==> config.mk <==
export PLATFORM = sky130hd
export DESIGN_NAME = axibram_cmd_ser
export DESIGN_NICKNAME = d
export VERILOG_FILES = /design/src/rtl/axibram_cmd_ser.sv
export SDC_FILE = /design/constraint.sdc
export NUM_CORES = 1
export LEC_CHECK = 0
export BUFFER_PORTS_ARGS = -buffer_cell sky130_fd_sc_hd__clkbuf_2
export CORE_MARGIN = 2
export CORE_UTILIZATION = 62
export CTS_BUF_LIST = sky130_fd_sc_hd__clkbuf_16
export CTS_CLUSTER_SIZE = 16
export DETAILED_ROUTE_END_ITERATION = 16
export HOLD_SLACK_MARGIN = 0.08
export PLACE_DENSITY = 0.89
export SLEW_MARGIN = 20
export SYNTH_ARGS = -nofsm -noshare
export SYNTH_HDL_FRONTEND = slang
export SYNTH_SLANG_ARGS = --single-unit
==> constraint.sdc <==
create_clock -name aclk -period 4.4 [get_ports aclk]
set_input_delay 0.88 -clock aclk [delete_from_list [all_inputs] [get_ports aclk]]
set_output_delay 0.88 -clock aclk [all_outputs]
set_load 0.05 [all_outputs]
==> src/rtl/axibram_cmd_ser.sv <==
// Buffers BRAM-bridge word writes in a FIFO and serializes each {addr,data} as a
// 6-byte frame onto an 8-bit valid/ready command bus, with dev_ready back-pressure.
module axibram_cmd_ser #(
    parameter int ADDRESS_BITS = 10,
    parameter int FIFO_DEPTH   = 16,
    parameter int LEVEL_BITS   = 5
) (
    input  logic                    aclk,
    input  logic                    aresetn,
    input  logic [ADDRESS_BITS-1:0] bram_waddr,
    input  logic                    bram_wen,
    input  logic [3:0]              bram_wstb,
    input  logic [31:0]             bram_wdata,
    output logic                    dev_ready,
    output logic [7:0]              cmd_ad,
    output logic                    cmd_stb,
    output logic                    cmd_first,
    input  logic                    cmd_ready,
    output logic [LEVEL_BITS-1:0]   fifo_level,
    output logic                    overflow,
    output logic                    partial_wr
);

    localparam int PTR_W   = $clog2(FIFO_DEPTH);
    localparam int ENTRY_W = ADDRESS_BITS + 32;

    typedef enum logic {IDLE, SEND} state_t;

    logic [ENTRY_W-1:0]    mem_q [FIFO_DEPTH];
    logic [PTR_W-1:0]      wptr_q, rptr_q;
    logic [LEVEL_BITS-1:0] level_q, level_d;
    logic                  rst_done_q;
    logic                  overflow_q, partial_q;

    state_t                state_q, state_d;
    logic [2:0]            idx_q, idx_d;
    logic [ENTRY_W-1:0]    hold_q;

    logic push, push_ok, pop, full, empty;

    assign push    = bram_wen && (bram_wstb != 4'h0);
    assign full    = (level_q == LEVEL_BITS'(FIFO_DEPTH));
    assign empty   = (level_q == '0);
    assign push_ok = push && !full;

    // Two-entry margin: upstream registers dev_ready, so one more write can land after it falls.
    assign dev_ready  = rst_done_q && (level_q <= LEVEL_BITS'(FIFO_DEPTH - 2));
    assign fifo_level = level_q;
    assign overflow   = overflow_q;
    assign partial_wr = partial_q;

    // Storage needs no reset; validity is tracked by the pointers and level.
    always_ff @(posedge aclk) begin
        if (push_ok) mem_q[wptr_q] <= {bram_waddr, bram_wdata};
    end

    always_comb begin
        level_d = level_q;
        case ({push_ok, pop})
            2'b10:   level_d = level_q + LEVEL_BITS'(1);
            2'b01:   level_d = level_q - LEVEL_BITS'(1);
            default: level_d = level_q;
        endcase
    end

    always_ff @(posedge aclk or negedge aresetn) begin
        if (!aresetn) begin
            wptr_q     <= '0;
            rptr_q     <= '0;
            level_q    <= '0;
            rst_done_q <= 1'b0;
            overflow_q <= 1'b0;
            partial_q  <= 1'b0;
        end else begin
            rst_done_q <= 1'b1;
            level_q    <= level_d;
            if (push_ok) wptr_q <= wptr_q + PTR_W'(1);
            if (pop)     rptr_q <= rptr_q + PTR_W'(1);
            if (push && full)                overflow_q <= 1'b1;
            if (push && bram_wstb != 4'hf)   partial_q  <= 1'b1;
        end
    end

    // FSM: state register
    always_ff @(posedge aclk or negedge aresetn) begin
        if (!aresetn) begin
            state_q <= IDLE;
            idx_q   <= '0;
            hold_q  <= '0;
        end else begin
            state_q <= state_d;
            idx_q   <= idx_d;
            if (pop) hold_q <= mem_q[rptr_q];
        end
    end

    // FSM: next state; a pop on the last accepted byte keeps frames back to back
    always_comb begin
        state_d = state_q;
        idx_d   = idx_q;
        pop     = 1'b0;
        case (state_q)
            IDLE: begin
                if (!empty) begin
                    pop     = 1'b1;
                    idx_d   = '0;
                    state_d = SEND;
                end
            end
            SEND: begin
                if (cmd_ready) begin
                    if (idx_q == 3'd5) begin
                        idx_d = '0;
                        if (!empty) pop     = 1'b1;
                        else        state_d = IDLE;
                    end else begin
                        idx_d = idx_q + 3'd1;
                    end
                end
            end
            default: state_d = IDLE;
        endcase
    end

    // FSM: outputs
    logic [15:0] addr_ext;
    logic [31:0] hold_data;
    assign addr_ext  = 16'(hold_q[ENTRY_W-1:32]);
    assign hold_data = hold_q[31:0];

    always_comb begin
        cmd_stb   = 1'b0;
        cmd_first = 1'b0;
        cmd_ad    = 8'h00;
        if (state_q == SEND) begin
            cmd_stb   = 1'b1;
            cmd_first = (idx_q == 3'd0);
            case (idx_q)
                3'd0:    cmd_ad = addr_ext[7:0];
                3'd1:    cmd_ad = addr_ext[15:8];
                3'd2:    cmd_ad = hold_data[7:0];
                3'd3:    cmd_ad = hold_data[15:8];
                3'd4:    cmd_ad = hold_data[23:16];
                3'd5:    cmd_ad = hold_data[31:24];
                default: cmd_ad = 8'h00;
            endcase
        end
    end

endmodule
==> metrics list <==
- Outcome: finished with violations
- The checks that failed: negative setup slack.
- Worst r2r path cells: 8
- Clock tree from TritonCTS: yes
* HPWL reported at the end of detailed placement: 36750 µm
- In this run the critical register-to-register path is launched from idx_q[0].
- Dividing the final minimum period by the clock period gives 1.005.
- Classification of the worst-slack hold path: primary input to async pin
* Initial Util: 0.6262
- The number of buffers and inverters on the critical path is 2.
* Die footprint: 0.04746 mm²
* Pin slew with the least headroom to its limit: 1180 ps
* Final period demand of the worst path: 4420 ps
- 68 I/O pins were placed.
- Dividing total power by cell area gives a power density of 644.2 mW/mm².
- Counting flops with a built-in enable in the synthesized netlist gives 672.
- Top flip-flop cell by instance count after synthesis: sky130_fd_sc_hd__edfxtp_1
- Type of the setup path with the least slack: flop to primary output
- Summed over all layers, the global routing overflow is 0.
- Leaving out fill and tap cells, the most frequent cell in the layout is sky130_fd_sc_hd__edfxtp_1.
* Critical Path Fanout Max: 16
- Global-route wire length before repair: 101900 µm
- Clock-pin slew on the worst setup and hold paths: 70 ps
- Highest-count cells in the layout ignoring fill and taps: 672 x sky130_fd_sc_hd__edfxtp_1, 169 x sky130_fd_sc_hd__mux4_2, 74 x sky130_fd_sc_hd__o22ai_1
- WP data required: 3520 ps
* Vias after detailed routing: 14.65k
* Vert. Die Dim: 217.9 µm
- For this run, the number of standard cells in the final layout without fillers is 2065.
* Number of buffers on the longest clock path: 3
* Routed Wire Length: 69370 µm
- For this run, design rule violations remaining after detail routing come to 0.
* CP Cell Sequence: inv_1, ha_1, a222oi_1, a21oi_1, clkbuf_2
- The number of nets handed over by synthesis was 1379.
- Across the VDD grid, the largest voltage drop is 457.7 µV.
- STA classifies the critical path startpoint as a flop.
* Total iterations of the first detailed-routing run: 6
* Via count of the first global-routing pass: 14.80k
- Placer Congestion: 0.9388
- The count of nets left with antenna violations once routing finished came out at 0.
- Final WS setup: -19.91 ps
* Chip Width: 217.9 µm
- Part of the Yosys area used for sequential elements: 0.7664
- Global-route total usage across every layer: 0.3019
- In this run, post-CTS hold repair placed 0 buffers.
- Final layout net count: 1469
- Clock tree synthesis found a total of 734 sinks.
- Reg2reg setup slack: 890 ps
* Maximum level of the CTS H-tree: 3
- Across the run, the number of max-cap violations was 0.
* Count of standard-cell rows: 78
* Yosys reg bits: 734
- Setup violations remaining at the end of the flow were counted as 1.
* Data arrival time of the worst path: 3540 ps
* Gate count of the mapped netlist: 1319
- Post-Place Cells: 1938
* Later-pin clock latency in the skew report: 610 ps
* Num CTS Buffers: 69
* Average cell area after synthesis: 21.50 µm²
- The most critical setup path has its startpoint at idx_q[2].
- Number of buffer cells added on primary ports: 67
* Pin count of the biggest net entering global routing: 90
* RSZ-0062 raised after global routing: false
* Setup skew after layout: 31.79 ps
- Max stage delay cell, worst path: sky130_fd_sc_hd__a222oi_1
- Element type at the critical path end: primary output
- Slew margin rel.: 0.2132
* Wirelength per Cell: 33.59 µm
- Via count normalized by instance count: 7.096
* Endpoints failing hold: 0
- Number of slew-limit violations in the final report: 0
- Critical Path Max Stage Delay: 880 ps
* Initial antenna violation count: 5
- Root cell of the clock tree: sky130_fd_sc_hd__clkbuf_16
- Ys Warns: 0
- The endpoint identified for the worst register-to-register timing path is fifo_level[4].
- Cell type group with the largest total delay on the critical path: compound AO/OA/AOI/OAI gates
* Leakage component of the power: 10.19 nW
- Core Area: 0.04528 mm²
* Fraction of final layout cells with drive strength greater than 1: 0.3012
- Maximum clock frequency: 0.2262 GHz
- Worst slack at placement: 943.5 ps
- The netlist uses 51 different library cells.
* Async SR Flop Fraction: 0.08447
- Number of DRC violations after detailed-routing iteration 0: 2239
- In this run the cell area of the synthesized design comes to 0.02836 mm².
- From synthesis to final layout, the design area changed by 11.35%.
==> where the power goes <==
group | switching (mW) | internal (mW)
clock | 2.56 | 3.14
sequential | 0.734 | 8.49
combinational | 3.17 | 2.25
total | 6.47 | 13.9
==> worst max-delay path by stage <==
stage | to | slack, ps | depth (start not counted)
floorplan | mem_q[12][0] | 630 | 4
global placement | fifo_level[4] | 1060 | 9
detailed placement | fifo_level[4] | 940 | 9
CTS | cmd_ad[3] | 90 | 6
global route | cmd_ad[0] | 110 | 5
finish | cmd_ad[0] | -20 | 5
==> final cells by class <==
class                   count  area (µm²)
clock inverters            56       367.9
clock buffers              70        1752
repair buffers             97       688.2
well taps                 600       750.7
diodes                      1       2.502
multi-input cells         496        6232
fillers                  2454       13710
inverters                  11       41.29
flip-flops and latches    734       21740
==> synthesized netlist by cell type (5+ instances only) <==
library cell               instances  area, µm²
sky130_fd_sc_hd__o22ai_2          10      125.1
sky130_fd_sc_hd__o21ai_0           9      45.04
sky130_fd_sc_hd__a21o_1            8      60.06
sky130_fd_sc_hd__clkbuf_1         25      93.84
sky130_fd_sc_hd__xnor2_1           6      52.55
sky130_fd_sc_hd__mux2_2           44      495.5
sky130_fd_sc_hd__inv_1            11      41.29
sky130_fd_sc_hd__nand2_1          22      82.58
sky130_fd_sc_hd__edfxtp_1        672      20180
sky130_fd_sc_hd__buf_1            11      41.29
sky130_fd_sc_hd__buf_6             9      101.4
sky130_fd_sc_hd__xor2_1            5      43.79
sky130_fd_sc_hd__ha_1             10      125.1
sky130_fd_sc_hd__nor2_1           10      37.54
sky130_fd_sc_hd__or2_2             5      31.28
sky130_fd_sc_hd__nand3_1           6      30.03
sky130_fd_sc_hd__o22ai_1          74      462.9
sky130_fd_sc_hd__dfrtp_1          62       1551
sky130_fd_sc_hd__and2_1           15      93.84
sky130_fd_sc_hd__a21oi_1          50      250.2
sky130_fd_sc_hd__mux2i_1           5      50.05
sky130_fd_sc_hd__buf_2            29      145.1
sky130_fd_sc_hd__mux4_2          169       3806
==> through the flow <==
stage	power (mW)	setup TNS, ps	hold slack (ps)	cell area, µm²	utilization
5_1_grt	20.87	0	476.0	31570	0.6972
3_5_place_dp	14.39	0	447.9	29440	0.6501
4_1_cts	20.26	0	419.1	31560	0.6970
2_1_floorplan	12.79	0	478.3	28360	-
3_3_place_gp	14.17	0	442.0	29440	0.6501
6_report	20.34	-19.91	410.6	31570	0.6973
==> sequential cells by signal, indices dropped and copies added (netlist names), 3 cells and up <==
name,count
mem_q,672
hold_q,42
fifo_level,5
rptr_q,4
wptr_q,4
idx_q,3
==> per-layer routing <==
metal	track usage	wire length [µm]	vias up
met5	0	41	-
li1	-	-	5699
met3	0.06639	8081	249
met1	0.4144	24140	7444
met4	0.1281	3234	6
met2	0.4783	33870	1256
==> kinds of logic (layout without fill, tap and decap cells) <==
family / after synthesis / count (layout) / synth area share
AO/OA/AOI/OAI: 172 / 172 / 0.03962
XOR/XNOR: 11 / 11 / 0.003398
adder cells (fa/ha/maj): 10 / 10 / 0.004412
buffers and inverters: 89 / 234 / 0.01597
flip-flops: 734 / 734 / 0.7664
multiplexers: 218 / 218 / 0.1535
other: 1 / 2 / 0.0001322
AND/OR/NAND/NOR: 84 / 84 / 0.01663
==> what timing repair did <==
action | in CTS | in global routing
endpoints found under the setup margin | 0 | 1
setup buffers | 0 | 0
gates resized for setup | 0 | 1
Note: power is estimated with default switching activity, not from simulation.
